File: src/rtl/mips_mem_pkg.sv
// Shared memory-path definitions: access-size encodings, the store entry
// layout and the lane decode used by both the store narrowing and load lane select.
package mips_mem_pkg;

    typedef enum logic [1:0] {
        SZ_BYTE = 2'b00,
        SZ_HALF = 2'b01,
        SZ_WORD = 2'b10,
        SZ_ILL  = 2'b11
    } size_e;

    // Address field is carried at 32 bits; narrower address widths are zero-extended.
    typedef struct packed {
        logic [31:0] addr;
        logic [31:0] wdata;
        logic [3:0]  be;
        logic        lossy;
    } entry_t;

    // Size/alignment legality: halfwords need addr[0]=0, words need addr[1:0]=00.
    function automatic logic store_legal(input logic [1:0] size, input logic [1:0] lo);
        case (size)
            SZ_BYTE: store_legal = 1'b1;
            SZ_HALF: store_legal = ~lo[0];
            SZ_WORD: store_legal = (lo == 2'b00);
            default: store_legal = 1'b0;
        endcase
    endfunction

    // Byte enables, lane-replicated data and lossy flag; addr is left zero for the caller.
    function automatic entry_t lane_decode(input logic [1:0] size, input logic [1:0] lo,
                                           input logic [31:0] data);
        entry_t e;
        e = '0;
        case (size)
            SZ_BYTE: begin
                e.be    = 4'b0001 << lo;
                e.wdata = {4{data[7:0]}};
                e.lossy = (data[31:8] != {24{data[7]}});
            end
            SZ_HALF: begin
                e.be    = lo[1] ? 4'b1100 : 4'b0011;
                e.wdata = {2{data[15:0]}};
                e.lossy = (data[31:16] != {16{data[15]}});
            end
            SZ_WORD: begin
                e.be    = 4'b1111;
                e.wdata = data;
                e.lossy = 1'b0;
            end
            default: e = '0;
        endcase
        return e;
    endfunction

endpackage

File: src/rtl/store_fifo.sv
// Generic DEPTH x WIDTH synchronous circular FIFO with full/empty/count.
// Pushes when full and pops when empty are ignored.
module store_fifo #(
    parameter int DEPTH = 2,
    parameter int WIDTH = 8
) (
    input  logic                     clk,
    input  logic                     rst,
    input  logic                     push,
    input  logic [WIDTH-1:0]         wdata,
    input  logic                     pop,
    output logic [WIDTH-1:0]         rdata,
    output logic                     full,
    output logic                     empty,
    output logic [$clog2(DEPTH):0]   count
);
    localparam int PW = $clog2(DEPTH);
    localparam int CW = PW + 1;

    logic [WIDTH-1:0] mem [DEPTH];
    logic [PW-1:0]    wr_ptr;
    logic [PW-1:0]    rd_ptr;
    logic             do_push;
    logic             do_pop;

    assign full    = (count == CW'(DEPTH));
    assign empty   = (count == '0);
    assign do_push = push & ~full;
    assign do_pop  = pop & ~empty;
    assign rdata   = mem[rd_ptr];

    // Pointers wrap naturally because DEPTH is a power of two.
    always_ff @(posedge clk or posedge rst) begin
        if (rst) begin
            wr_ptr <= '0;
            rd_ptr <= '0;
            count  <= '0;
        end else begin
            if (do_push) wr_ptr <= wr_ptr + 1'b1;
            if (do_pop)  rd_ptr <= rd_ptr + 1'b1;
            case ({do_push, do_pop})
                2'b10:   count <= count + 1'b1;
                2'b01:   count <= count - 1'b1;
                default: count <= count;
            endcase
        end
    end

    // Storage is data-only and needs no reset; reads of empty slots are masked by the user.
    always_ff @(posedge clk) begin
        if (do_push) mem[wr_ptr] <= wdata;
    end

    // Occupancy bound; an underflow would wrap count above DEPTH and trip this as well.
    a_count_bound: assert property (@(posedge clk) disable iff (rst) count <= CW'(DEPTH));
    a_no_pop_empty: assert property (@(posedge clk) disable iff (rst) !(do_pop && empty));

endmodule

File: src/rtl/store_narrow_unit.sv
// Store narrowing unit: decodes SB/SH/SW requests into byte enables and
// lane-replicated write data, queues legal beats, and pulses an error for
// illegal sizes or misaligned accesses.
module store_narrow_unit
    import mips_mem_pkg::*;
#(
    parameter int DEPTH = 2,
    parameter int AW    = 32
) (
    input  logic                   clk,
    input  logic                   rst,
    input  logic                   req_valid,
    output logic                   req_ready,
    input  logic [AW-1:0]          req_addr,
    input  logic [31:0]            req_data,
    input  logic [1:0]             req_size,
    output logic                   mem_valid,
    input  logic                   mem_ready,
    output logic [AW-1:0]          mem_addr,
    output logic [31:0]            mem_wdata,
    output logic [3:0]             mem_be,
    output logic                   mem_lossy,
    output logic                   err_valid,
    output logic [AW-1:0]          err_addr,
    output logic [$clog2(DEPTH):0] count
);
    localparam int EW = $bits(entry_t);

    logic   legal;
    logic   accept;
    logic   push;
    logic   pop;
    logic   full;
    logic   empty;
    entry_t in_e;
    entry_t out_e;

    assign legal     = store_legal(req_size, req_addr[1:0]);
    assign req_ready = ~full;
    assign accept    = req_valid & req_ready;
    assign push      = accept & legal;
    assign mem_valid = ~empty;
    assign pop       = mem_valid & mem_ready;

    // Decode the incoming request into a word-aligned queue entry.
    always_comb begin
        in_e      = lane_decode(req_size, req_addr[1:0], req_data);
        in_e.addr = 32'({req_addr[AW-1:2], 2'b00});
    end

    store_fifo #(
        .DEPTH (DEPTH),
        .WIDTH (EW)
    ) u_fifo (
        .clk   (clk),
        .rst   (rst),
        .push  (push),
        .wdata (in_e),
        .pop   (pop),
        .rdata (out_e),
        .full  (full),
        .empty (empty),
        .count (count)
    );

    // Head entry drives the port; outputs read zero while the queue is empty.
    assign mem_addr  = empty ? '0 : AW'(out_e.addr);
    assign mem_wdata = empty ? '0 : out_e.wdata;
    assign mem_be    = empty ? '0 : out_e.be;
    assign mem_lossy = empty ? 1'b0 : out_e.lossy;

    // One-cycle error pulse for accepted-but-rejected requests; address held until the next error.
    always_ff @(posedge clk or posedge rst) begin
        if (rst) begin
            err_valid <= 1'b0;
            err_addr  <= '0;
        end else begin
            err_valid <= accept & ~legal;
            if (accept & ~legal) err_addr <= req_addr;
        end
    end

endmodule

File: config.mk
export PLATFORM = sky130hd
export DESIGN_NAME = store_narrow_unit
export DESIGN_NICKNAME = d
export VERILOG_FILES = /design/src/rtl/mips_mem_pkg.sv /design/src/rtl/store_fifo.sv /design/src/rtl/store_narrow_unit.sv
export SDC_FILE = /design/constraint.sdc
export NUM_CORES = 1
export LEC_CHECK = 0
export ABC_AREA = 1
export CELL_PAD_IN_SITES_DETAIL_PLACEMENT = 1
export CELL_PAD_IN_SITES_GLOBAL_PLACEMENT = 1
export CORE_ASPECT_RATIO = 1.5
export CORE_MARGIN = 5
export CORE_UTILIZATION = 43
export DETAILED_ROUTE_END_ITERATION = 12
export DONT_BUFFER_PORTS = 1
export PLACE_DENSITY = 0.73
export SLEW_MARGIN = 15
export SYNTH_ARGS = -nofsm -noshare
export SYNTH_HDL_FRONTEND = slang
export SYNTH_SLANG_ARGS = --single-unit
File: constraint.sdc
create_clock -name clk -period 3.9 [get_ports clk]
set_input_delay 0.195 -clock clk [delete_from_list [all_inputs] [get_ports clk]]
set_output_delay 0.195 -clock clk [all_outputs]
set_load 0.01 [all_outputs]
-- Word level (Yosys, flattened, before mapping)
Memories as Yosys holds them, arrays and structs flattened.
Index checks and enable logic that the tools add are counted.
- logic and storage cells: 42
- memories kept: 1
- memory bits (writable): 134
- register bits after elaboration: 37
- output and inout bits: 106
- reductions and logical operators: 4
- shifts and indexed selects: 1
- equal/unequal tests: 7
- bitwise logic cells: 10
- mux-type cells: 10
- $add $sub $neg: 4
- memory list (name ; depth ; width ; read ports ; clocked after Yosys merged registers in ; wr ports ; RTL line ; RTL):
    u_fifo.mem ; 2 ; 67 ; 1 ; 0 ; 1 ; store_fifo.sv:20 ; logic [WIDTH-1:0] mem [DEPTH];
- operators with widths (cell ; count):
    case mux 37 bit (3 select lines) ; 1
    2-to-1 mux 32 bit ; 2
    != test 24 bit ; 1
    != test 16 bit ; 1
    2-to-1 mux 4 bit ; 2
    AND 1 bit ; 6
    == test 2 bit (second input constant) ; 3
    zero test 2 bit ; 3
    == test 2 x 1 -> 1 bit (second input constant) ; 2
    inverter 1 bit ; 4
    case mux 2 bit (2 select lines) ; 1
    left shift 1 x 2 -> 4 bit (first input constant) ; 1
    2-to-1 mux 1 bit ; 3
    case mux 1 bit (3 select lines) ; 1
    adder 1 bit (second input constant) ; 2
    adder 2 x 1 -> 2 bit (second input constant) ; 1
    nonzero test 2 bit ; 1
    subtractor 2 x 1 -> 2 bit (second input constant) ; 1

-- Logic depth before layout (Yosys ltp)
- depth after elaboration: 7
- depth in mapped cells: 9
- depth with buffers taken out: 9

-- Cells and area by module
Synthesis repeated with hierarchy kept, for this count alone.
- cells, all modules: 849
- area total of the unflattened synthesis: 7841.3 um2
- modules (own cells, without submodules) (module ; area an instance (um2) ; cells each ; sequential area each (um2) ; times used):
    store_fifo ; 5256.3 ; 394 ; 4244.1 ; 1
    store_narrow_unit ; 2585.0 ; 455 ; 825.8 ; 1

-- Worst setup path after synthesis
OpenSTA, ideal clock, no wires.
- kind: register to register
- start: register u_fifo.count[0]
- end: memory u_fifo.mem[0][0] (netlist bit) (enable)
- cell stages (with the launch flop): 7
- data required time: 3408 ps
- buffers on the path: 0
- path slack: -328 ps
- setup time: 492 ps
- arrival time: 3736 ps
- cell sequence: dfrtp_1 inv_1 nand2_1 nand2_1 nor2_1 inv_1 nor2_1
- longest elaborated chain between the ends: 7
- ends and longest elaborated chain (element ; RTL line ; RTL):
    from (decl) ; store_fifo.sv:15 ; output logic [$clog2(DEPTH):0] count
    from (signal assigned) ; store_fifo.sv:42 ; 2'b10: count <= count + 1'b1;
    from (signal assigned) ; store_fifo.sv:43 ; 2'b01: count <= count - 1'b1;
    from (signal assigned) ; store_fifo.sv:44 ; default: count <= count;
    == test 2 bit (*) ; store_fifo.sv:26 ; assign full = (count == CW'(DEPTH));
    inverter 1 bit (*) ; store_narrow_unit.sv:39 ; assign req_ready = ~full;
    via req_ready ; store_narrow_unit.sv:13 ; output logic req_ready,
    AND 1 bit ; store_narrow_unit.sv:40 ; assign accept = req_valid & req_ready;
    AND 1 bit ; store_narrow_unit.sv:41 ; assign push = accept & legal;
    AND 1 bit (*) ; store_fifo.sv:28 ; assign do_push = push & ~full;
    2-to-1 mux 1 bit (*) ; store_fifo.sv:51 ; if (do_push) mem[wr_ptr] <= wdata;
    2-to-1 mux 1 bit (implied by the code) (*) ; store_fifo.sv:51 ;
    to (decl) ; store_fifo.sv:20 ;
Mark *: on every way through the listed nets, which the timed path passes. The rest lies on a longest branch.

-- Final worst setup path
- start: register u_fifo.count[0]
- end: output port mem_wdata[16]
- longest elaborated chain between the ends: 2
- ends and longest elaborated chain (element ; RTL line ; RTL):
    zero test 2 bit ; store_fifo.sv:27 ; assign empty = (count == '0);
    2-to-1 mux 32 bit ; store_narrow_unit.sv:68 ; assign mem_wdata = empty ? '0 : out_e.wdata;
    to (decl) ; store_narrow_unit.sv:20 ; output logic [31:0] mem_wdata,
No other way between the ends.

==> impl_metrics.tcl <==
set metrics [dict create \
    status "complete, no violations" \
    multi_input_area_um2 1882 \
    nFillCells 1749 \
    die_area_um2 19310 \
    path_clk_slew_ns 0.08 \
    hold_buffers 33 \
    grt_usage_pct 20.97 \
    netlist_area_um2 7132 \
    firstDrtPassIters 4 \
    startpoint_type "flop" \
    drive_gt1_share_pct 6.731 \
    core_um2 16260 \
    required_ns 3.70 \
    die_w_um 115.2 \
    dr_wl_met3_mm 1.378 \
    synth_top_family_by_area "simple AND/OR/NAND/NOR gates" \
    nets 786 \
    synth_compound_area_share_pct 7.070 \
    antenna_found_initial 0 \
    via_per_inst 5.377 \
    clock_path_buffers 2 \
    grt_overflow_total 0 \
    slew_violations 0 \
    rows 57 \
    avgRoutedWirePerCell_um 21.55 \
    timing.hold.ws_ns 0.01372 \
    fin_crit_sh_pct 64.60 \
    syn_inst 688 \
    setup_viol 0 \
    rsz0062_at_grt "false" \
    syn_area_per_cell_um2 10.37 \
    numCtsBuffers 17 \
    clock_latency_ns 0.43 \
    min_path_type "input pin to flop" \
    seq_area_frac_synth_pct 69.40 \
    worst_setup_path_end_kind "output port" \
    highest_layer "met4" \
    h-tree-depth 4 \
    wl_met2_mm 10.64 \
    wl_met1_mm 7.401 \
    gp_congestion 0.9204 \
    worstPathArrival_ns 2.32 \
    ir_worst_vdd_uv 401.0 \
    initial_core_util_pct 43.86 \
    period_minus_slack_ns 2.519 \
    synth_mux_area_share_pct 0 \
    synth_area_leader_cell "edfxtp_1" \
    cts_tree "built" \
    synth-seq-cells 171 \
    power.leakage_nw 3.286 \
    place_area_um2 7311 \
    vias 5022 \
    grt_pass1_vias 5553 \
    yosys.area_share.simple_pct 18.23 \
    die_y_um 167.7 \
    cp_max_fo 38 \
    yosysTopAreaCellShare_pct 56.42 \
    drt-initial-drc-count 319 \
    fmax_mhz 396.9 \
    final_common_cell "nand2_1" \
    area_growth_pct 15.00 \
    root_buffer "clkbuf_16" \
    seq_area_um2 4951 \
    synth_area_leaders "edfxtp_1 56%, nand2_1 15%, dfrtp_1 13%" \
    tightest_slew_ns 0.7845 \
    pin_count 176 \
    mostFrequentLayoutCells "280 x nand2_1, 134 x edfxtp_1, 68 x a21oi_1, 40 x inv_1, 38 x nor2_1" \
    drc_errors 0 \
    synthXorXnorAreaFrac_pct 0.4912 \
    diodes 0 \
    clkSinkCount 171 \
    cap_violations 0 \
    postCtsSetupRepairBufs 0 \
    dp_hpwl_mm 13.75 \
    yosysWarnings 0 \
    tns_ns 0 \
    yosysUniqueCellTypes 24 \
    finClkSkew_ns 0.01058 \
    drt-total-wl_mm 20.13 \
    crit_type "flop to output port" \
    numPortBuffers 0 \
    final_cell_area_um2 8202 \
    cts_resized 0 \
    hold_viol 0 \
    power_density_nw_per_um2 710.3 \
    slew_headroom_pct 47.58 \
    synthAdderAreaFrac_pct 0.1754 \
    grt_max_degree 69 \
    antenna_left 0 \
    grt_pass1_wl_mm 30.59 \
]
-- registers in the layout (all words and copies together) (netlist names) --
| name | cells |
|---|---|
| u_fifo.rd_ptr | 1 |
| u_fifo.wr_ptr | 1 |
| u_fifo.mem | 134 |
| err_addr | 32 |
| err_valid | 1 |
| u_fifo.count | 2 |
-- cell usage after synthesis, drive strengths merged --
master,n
dfrtp,37
nand4,1
buf,20
nand3,14
clkbuf,13
o211ai,6
or2,1
conb,1
nand2,281
ha,1
edfxtp,134
o21ai,13
nor2,42
inv,44
o22ai,8
a21oi,68
xor2,2
xnor2,2
-- worst max-delay path: stages (launching register included) --
cell	delay, ns
dfrtp_1	0.50
nor2_4	0.67
buf_4	0.51
a21oi_1	0.20
-- kinds of logic after synthesis --
family	after synthesis
and+or+nand+nor	339
DFF	171
AOI/OAI and AO/OA	95
buffers and inverters	77
xor gates and xnor gates	4
adders and majority gates	1
other	1
-- per-stage QoR --
step                total power, mW  worst slack (ns)  cells  util, %
floorplan                     3.750           -0.3281    689        -
global placement              4.163             1.727    869    44.94
detailed placement            4.230             1.544    869    44.96
CTS                           5.915             1.261    934    50.44
global route                  6.151             1.197    934    50.44
finish                        5.826             1.381    934    50.44
-- worst paths after layout --
kind	depth (start not counted)	startpoint	end	slack, ns
worst min register to register	2	err_addr[30]$_DFFE_PP0P_	err_addr[30]$_DFFE_PP0P_	0.55
min in group asynchronous	2	rst	err_addr[31]$_DFFE_PP0P_	0.09
worst max register to register	8	u_fifo.count[0]$_DFFE_PP0P_	err_addr[22]$_DFFE_PP0P_	1.58
worst max-delay path	3	u_fifo.count[0]$_DFFE_PP0P_	mem_wdata[16]	1.38
worst min-delay path	2	req_data[14]	u_fifo.mem[0][35]$_DFFE_PP_	0.01
max in group asynchronous	3	rst	err_valid$_DFF_PP0_	3.11
-- power breakdown --
group	total (mW)	switching [mW]	internal, mW	leakage (nW)
sequential	2.60	0.281	2.32	1.68
combinational	1.60	1.23	0.366	1.33
clock	1.63	0.784	0.845	0.272
total	5.83	2.30	3.53	3.29
-- per-layer routing --
layer / vias to the layer above / global-route usage (%)
li1: 2335 / -
met5: - / 0
met3: 31 / 5.523
met1: 2484 / 22.35
met2: 172 / 37.68
met4: 0 / 10.01
-- layout make-up --
cell class	count	share of cell area, %
inverter	44	2.044
sequential	171	60.37
tap	206	3.143
multi-input combinational	441	22.94
clock inverter	14	1.602
clock buffer	18	5.233
timing repair buffer	40	4.668
(Power assumes the default switching activity.)
